--- src/rtl/ps2_cmd_ctrl.sv ---
// ps2_cmd_ctrl: turns a raw PS/2 scan-code byte stream into Pacman game
// commands (UP/DOWN/LEFT/RIGHT/PAUSE/RESTART). It tracks E0/F0 prefixes,
// suppresses typematic repeats of the held direction key, and queues
// commands in a DEPTH-entry FIFO that a valid/ready consumer drains.
// Optional build macro: PS2_WASD_EN also maps the W/S/A/D letter keys as
// directions. These keys are tracked separately from the arrows for repeat
// detection.
module ps2_cmd_ctrl #(
  parameter int DEPTH = 4
) (
  input  logic       clock,
  input  logic       reset,
  input  logic       key_valid,
  input  logic [7:0] key_data,
  input  logic       cmd_ready,
  output logic       cmd_valid,
  output logic [2:0] cmd_data,
  output logic       held_valid,
  output logic [1:0] held_dir,
  output logic [7:0] drop_count
);

  localparam int AW = $clog2(DEPTH);
  localparam int CW = AW + 1;

  typedef enum logic [1:0] {IDLE, EXT, BRK, EXT_BRK} state_t;

  state_t          state;
  logic [2:0]      mem [DEPTH];
  logic [AW-1:0]   wr_ptr;
  logic [AW-1:0]   rd_ptr;
  logic [CW-1:0]   count;
  logic            held_wasd;

  logic            is_code;
  logic            is_break;
  logic            is_ext;
  logic            hit;
  logic [2:0]      code;
  logic            is_dir;
  logic            wasd;
  logic            make;
  logic            brk;
  logic            same_held;
  logic            push_req;
  logic            push_ok;
  logic            pop;
  logic            full;
  logic            drop;
  logic [AW-1:0]   rd_next;
  logic [CW-1:0]   remain;
  logic [2:0]      head_next;

  // Saturating increment for the drop counter.
  function automatic logic [7:0] sat_inc(input logic [7:0] v);
    return (v == 8'hFF) ? v : v + 8'd1;
  endfunction

  // Classify the incoming byte: is it a completing code, a break, extended?
  always_comb begin
    is_code  = 1'b0;
    is_break = 1'b0;
    is_ext   = 1'b0;
    unique case (state)
      IDLE:    is_code = (key_data != 8'hE0) && (key_data != 8'hF0);
      EXT: begin
        is_code = (key_data != 8'hE0) && (key_data != 8'hF0);
        is_ext  = 1'b1;
      end
      BRK:     begin is_code = 1'b1; is_break = 1'b1; end
      EXT_BRK: begin is_code = 1'b1; is_break = 1'b1; is_ext = 1'b1; end
      default: is_code = 1'b0;
    endcase
  end

  // Map a completed (extended flag, code) pair onto a game command.
  always_comb begin
    hit    = 1'b0;
    code   = 3'd0;
    is_dir = 1'b0;
    wasd   = 1'b0;
    if (is_ext) begin
      case (key_data)
        8'h75:   begin hit = 1'b1; code = 3'd0; is_dir = 1'b1; end
        8'h72:   begin hit = 1'b1; code = 3'd1; is_dir = 1'b1; end
        8'h6B:   begin hit = 1'b1; code = 3'd2; is_dir = 1'b1; end
        8'h74:   begin hit = 1'b1; code = 3'd3; is_dir = 1'b1; end
        default: hit = 1'b0;
      endcase
    end else begin
      case (key_data)
        8'h29:   begin hit = 1'b1; code = 3'd4; end
        8'h76:   begin hit = 1'b1; code = 3'd5; end
`ifdef PS2_WASD_EN
        8'h1D:   begin hit = 1'b1; code = 3'd0; is_dir = 1'b1; wasd = 1'b1; end
        8'h1B:   begin hit = 1'b1; code = 3'd1; is_dir = 1'b1; wasd = 1'b1; end
        8'h1C:   begin hit = 1'b1; code = 3'd2; is_dir = 1'b1; wasd = 1'b1; end
        8'h23:   begin hit = 1'b1; code = 3'd3; is_dir = 1'b1; wasd = 1'b1; end
`endif
        default: hit = 1'b0;
      endcase
    end
  end

  assign make      = key_valid && is_code && hit && !is_break;
  assign brk       = key_valid && is_code && hit && is_break;
  // The held key is identified by direction plus source (arrow vs letter).
  assign same_held = held_valid && (held_dir == code[1:0]) && (held_wasd == wasd);
  assign push_req  = make && !(is_dir && same_held);
  assign cmd_valid = (count != '0);
  assign pop       = cmd_valid && cmd_ready;
  assign full      = (count == CW'(DEPTH));
  assign push_ok   = push_req && (!full || pop);
  assign drop      = push_req && !push_ok;
  assign rd_next   = pop ? rd_ptr + AW'(1) : rd_ptr;
  assign remain    = count - CW'(pop);

  // Next registered head: the entry at the post-pop read pointer, or the
  // incoming command when it lands in an otherwise empty queue.
  always_comb begin
    head_next = cmd_data;
    if (remain == '0) begin
      if (push_ok) head_next = code;
    end else begin
      head_next = mem[rd_next];
    end
  end

  // FIFO storage; contents need no reset since count gates visibility.
  always_ff @(posedge clock) begin
    if (push_ok) mem[wr_ptr] <= code;
  end

  // Decoder FSM, held-key tracking, FIFO pointers and registered head.
  always_ff @(posedge clock or posedge reset) begin
    if (reset) begin
      state      <= IDLE;
      wr_ptr     <= '0;
      rd_ptr     <= '0;
      count      <= '0;
      cmd_data   <= 3'd0;
      held_valid <= 1'b0;
      held_dir   <= 2'd0;
      held_wasd  <= 1'b0;
      drop_count <= 8'd0;
    end else begin
      if (key_valid) begin
        unique case (state)
          IDLE: begin
            if (key_data == 8'hE0)      state <= EXT;
            else if (key_data == 8'hF0) state <= BRK;
            else                        state <= IDLE;
          end
          EXT: begin
            if (key_data == 8'hF0)      state <= EXT_BRK;
            else if (key_data == 8'hE0) state <= EXT;
            else                        state <= IDLE;
          end
          default: state <= IDLE;
        endcase
      end
      if (make && is_dir) begin
        held_valid <= 1'b1;
        held_dir   <= code[1:0];
        held_wasd  <= wasd;
      end else if (brk && is_dir && same_held) begin
        held_valid <= 1'b0;
      end
      if (push_ok) wr_ptr <= wr_ptr + AW'(1);
      rd_ptr   <= rd_next;
      count    <= remain + CW'(push_ok);
      cmd_data <= head_next;
      if (drop) drop_count <= sat_inc(drop_count);
    end
  end

endmodule

--- config.mk ---
export PLATFORM = sky130hd
export DESIGN_NAME = ps2_cmd_ctrl
export DESIGN_NICKNAME = d
export VERILOG_FILES = /design/src/rtl/ps2_cmd_ctrl.sv
export SDC_FILE = /design/constraint.sdc
export NUM_CORES = 1
export LEC_CHECK = 0
export ABC_CLOCK_PERIOD_IN_PS = 3000
export CAP_MARGIN = 10
export CORE_MARGIN = 2
export CORE_UTILIZATION = 54
export CTS_CLUSTER_DIAMETER = 200
export DETAILED_ROUTE_END_ITERATION = 12
export PLACE_DENSITY = 0.79
export SKIP_LAST_GASP = 1
export SYNTH_ARGS = -nofsm -noshare
export SYNTH_HDL_FRONTEND = slang
export SYNTH_SLANG_ARGS = --single-unit
--- constraint.sdc ---
create_clock -name clock -period 3 [get_ports clock]
set_clock_uncertainty 0.1 [all_clocks]
set_input_delay 0.9 -clock clock [delete_from_list [all_inputs] [get_ports clock]]
set_output_delay 0.9 -clock clock [all_outputs]
set_load 0.05 [all_outputs]
==> results.toml <==
[layout]
area.sequential_um2 = 936
layout_commonest_cell = "sky130_fd_sc_hd__buf_4"
final_cell_mix = "sky130_fd_sc_hd__buf_4, sky130_fd_sc_hd__dfrtp_1, sky130_fd_sc_hd__clkdlybuf4s50_1"
multiInputGateArea_um2 = 982
layout.cell_area.non_filler_um2 = 2660
syn_to_final_growth_pct = 38.5
drive_gt1_share_pct = 27.5
nets = 267
utilization_pct = 78.5
antenna-diode-count = 0
num-fill-cells = 214

[floorplan]
floorplan.die_area_um2 = 4050
core_area_um2 = 3390
die_width_um = 63.7
placementRows = 21
die_y_um = 63.7
design.portCount = 27
floorplan.initialDensity_pct = 56.7

[synthesis]
synthDominantCellAreaShare_pct = 29.9
synth_nets = 194
simple_gate_fraction_of_synth_area_pct = 18.4
synth_mux_area_share_pct = 5.86
synth_largest_area_cell = "sky130_fd_sc_hd__dfrtp_1"
arithmetic_cell_share_of_the_synthesized_area_counting_full_adders_half_adders_and_majority_gates_pct = 5.86
synth.top_cells.by_area = "sky130_fd_sc_hd__dfrtp_1, sky130_fd_sc_hd__edfxtp_1, sky130_fd_sc_hd__ha_1"
avgSynthCellArea_um2 = 11.1
synth.yosys.seq_area_share_pct = 48.7
ys_ff_latch = 35
synth_warnings = 0
syn_area_um2 = 1920
dominant_combinational_cell_family_by_area_after_synthesis = "simple AND/OR/NAND/NOR gates"
synthCells = 173
number_of_distinct_standard_cells_referenced_by_the_synthesized_netlist = 46
synth-edff-count = 12
async_reset_ff_share_pct = 65.7
dominantRegCellSynth = "sky130_fd_sc_hd__dfrtp_1"
yosys.area_share.xor_xnor_pct = 6.38
synth-compound-area-share_pct = 11.3

[drt]
num_vias = 1653
initialDrtViolationCount = 89
viasPerCell = 5.64
dr.pass1.iters = 4
ant_nets = 0
wl_per_cell_um = 16.5
post-route-drc-count = 0
route.final.wire_length_um = 4840

[cts]
tritoncts.num_buffers = 5
root_buffer = "sky130_fd_sc_hd__clkbuf_4"
buffers_from_clock_root_to_sink_at_most = 2
cts.htree.levels = 2
tritoncts = "built"
clock-sinks = 35
clkLatencyLatePin_ns = 0.34
hold_buffers_post_cts = 0
clkSlewWorstSetupHoldPaths_ns = 0.10

[global_route]
grt_pass1_vias = 1759
grtUsageTotal_pct = 25.6
globalRouteOverflowTotal = 0
antenna_violations_before_repair = 0
pin_count_of_the_biggest_net_entering_global_routing = 24
grt_first_pass_wirelength_um = 7950

[pwr]
int_power_mw = 0.931
switchingPower_mw = 0.553
p_seq_share_pct = 42.7
p_clk_share_pct = 16.2
power.leakage_nw = 1.19
power_mw = 1.48
power.combinational.fraction_pct = 41.1
vdd_drop_max_v = 0.000410
total_power_density_per_cell_area_nw_per_um2 = 558
power.switching_fraction_pct = 37.3

[hold_path]
holdCritPathClass = "reg -> reg"
worstHoldPathCells = 1
startpoint_of_the_tightest_hold_check_path = "drop_count[6]"
worst_hold_path.endpoint = "drop_count[6]"

[sta]
clock.fmax_ghz = 0.338
final-hold-violation-count = 0
unrepaired_setup_endpoints_after_global_routing = "true"
final_min_period_over_clock_period_pct = 98.7
post-route-min-period_ns = 2.96
setup_viol_count_final = 0
maxSlewViolCount = 0
worst_slew_margin_pct = 66.3
hold-worst-slack_ns = 0.413
tightestPinTransition_ns = 0.505

[critical_path]
worst_r2r_path_depth = 7
timing.critical_path.fanout_max = 7
worst_r2r_endpoint = "wr_ptr[1]"
reg2reg_from = "state[0]"
rrSetupSlack_ns = 0.56
worst_path_arrival_ns = 3.09
worstSetupPathType = "in -> reg"
timing.critical_path.required_ns = 3.13
cp-start-kind = "input pin"
crit_path_end_kind = "register"

[placed_design]
final_weighted_congestion_of_routability_driven_global_placement = 0.955
dpl.hpwl_um = 3570
port-buffer-count = 26
placedInstanceArea_um2 = 2530

[run]
max-cap-violations = 0

[status]
run_status = "finished clean"
registers in the layout, indices dropped and copies added, names as in the netlist:
name / cells
cmd_data: 3
held_valid: 1
drop_count: 8
count: 3
rd_ptr: 2
mem: 12
state: 2
wr_ptr: 2
held_dir: 2
cells in the mapped netlist (3+ instances only):
| master | number |
|---|---|
| sky130_fd_sc_hd__inv_1 | 15 |
| sky130_fd_sc_hd__nor2_1 | 11 |
| sky130_fd_sc_hd__and2_1 | 4 |
| sky130_fd_sc_hd__o21ai_0 | 7 |
| sky130_fd_sc_hd__ha_1 | 9 |
| sky130_fd_sc_hd__nor4_1 | 3 |
| sky130_fd_sc_hd__clkbuf_1 | 3 |
| sky130_fd_sc_hd__a211oi_1 | 3 |
| sky130_fd_sc_hd__xnor2_1 | 5 |
| sky130_fd_sc_hd__edfxtp_1 | 12 |
| sky130_fd_sc_hd__xor2_1 | 9 |
| sky130_fd_sc_hd__o211ai_1 | 3 |
| sky130_fd_sc_hd__dfrtp_1 | 23 |
| sky130_fd_sc_hd__a21oi_1 | 5 |
| sky130_fd_sc_hd__nand3_1 | 5 |
| sky130_fd_sc_hd__a31oi_1 | 3 |
| sky130_fd_sc_hd__nand4_1 | 4 |
| sky130_fd_sc_hd__nor3_1 | 5 |
| sky130_fd_sc_hd__or3_1 | 3 |
| sky130_fd_sc_hd__nand2_1 | 9 |
| sky130_fd_sc_hd__mux2i_1 | 3 |
how the worst max path moves through the flow:
stage	from	endpoint	slack, ns	cells after the start
global route	key_data[5]	wr_ptr[1]	-0.02	8
detailed placement	key_data[7]	drop_count[1]	-0.64	8
floorplan	key_data[7]	count[2]	-0.23	8
finish	key_data[5]	wr_ptr[1]	0.04	8
CTS	key_data[5]	count[2]	0.009	9
global placement	key_data[7]	drop_count[1]	-0.57	8
repair_timing:
action | 4_1_cts | 5_1_grt
gates resized for setup | 16 | 2
pin swaps | 6 | 3
setup endpoints to repair | 25 | 11
cloned | 0 | 0
setup buffers | 6 | 1
power by group through the flow:
stage / Clock [mW] / Combinational (mW) / Sequential [mW]
6_report: 0.240 / 0.611 / 0.634
5_1_grt: 0.260 / 0.670 / 0.641
4_1_cts: 0.242 / 0.619 / 0.631
3_5_place_dp: 0 / 0.619 / 0.640
3_3_place_gp: 0 / 0.573 / 0.629
2_1_floorplan: 0 / 0.354 / 0.676
layout make-up:
class | instances | area share (%)
sequential | 35 | 35.2
timing repair buffer | 69 | 21.8
clock buffer | 6 | 1.55
inverter | 15 | 2.12
tap | 46 | 2.16
clock inverter | 2 | 0.282
multi-input combinational | 120 | 36.9
routing by layer:
metal  wire, um  part of all wire (%)  up-vias  global-route usage [%]
li1           -                     -      787                       -
met5          0                     0        -                       0
met1       2070                    43      807                    30.9
met2       2450                    51       42                    44.5
met4        155                   3.2        0                    9.24
met3        163                   3.4       17                    5.89
metrics by stage:
stage          setup slack [ns]  cells  setup TNS [ns]
6_report                 0.0401    293               0
4_1_cts                 0.00890    292               0
3_5_place_dp             -0.640    278          -14.00
2_1_floorplan            -0.227    173           -2.23
5_1_grt                 -0.0153    293         -0.0467
3_3_place_gp             -0.571    278          -12.39
cell families after synthesis:
family          Yosys count
flops                    35
mux                       8
buf+inv                  18
fa+ha+maj                 9
compound gates           30
xor+xnor                 14
simple gates             59
worst max-delay path, cell delays in order:
cell                            delay, ns
sky130_fd_sc_hd__dlygate4sd2_1       0.24
sky130_fd_sc_hd__and2b_2             0.22
sky130_fd_sc_hd__and4b_2             0.24
sky130_fd_sc_hd__or4b_4              0.51
sky130_fd_sc_hd__a2111oi_4           0.41
sky130_fd_sc_hd__nor2_4              0.11
sky130_fd_sc_hd__buf_4               0.16
sky130_fd_sc_hd__mux2_4              0.29
Power figures use the tool's default switching activity.
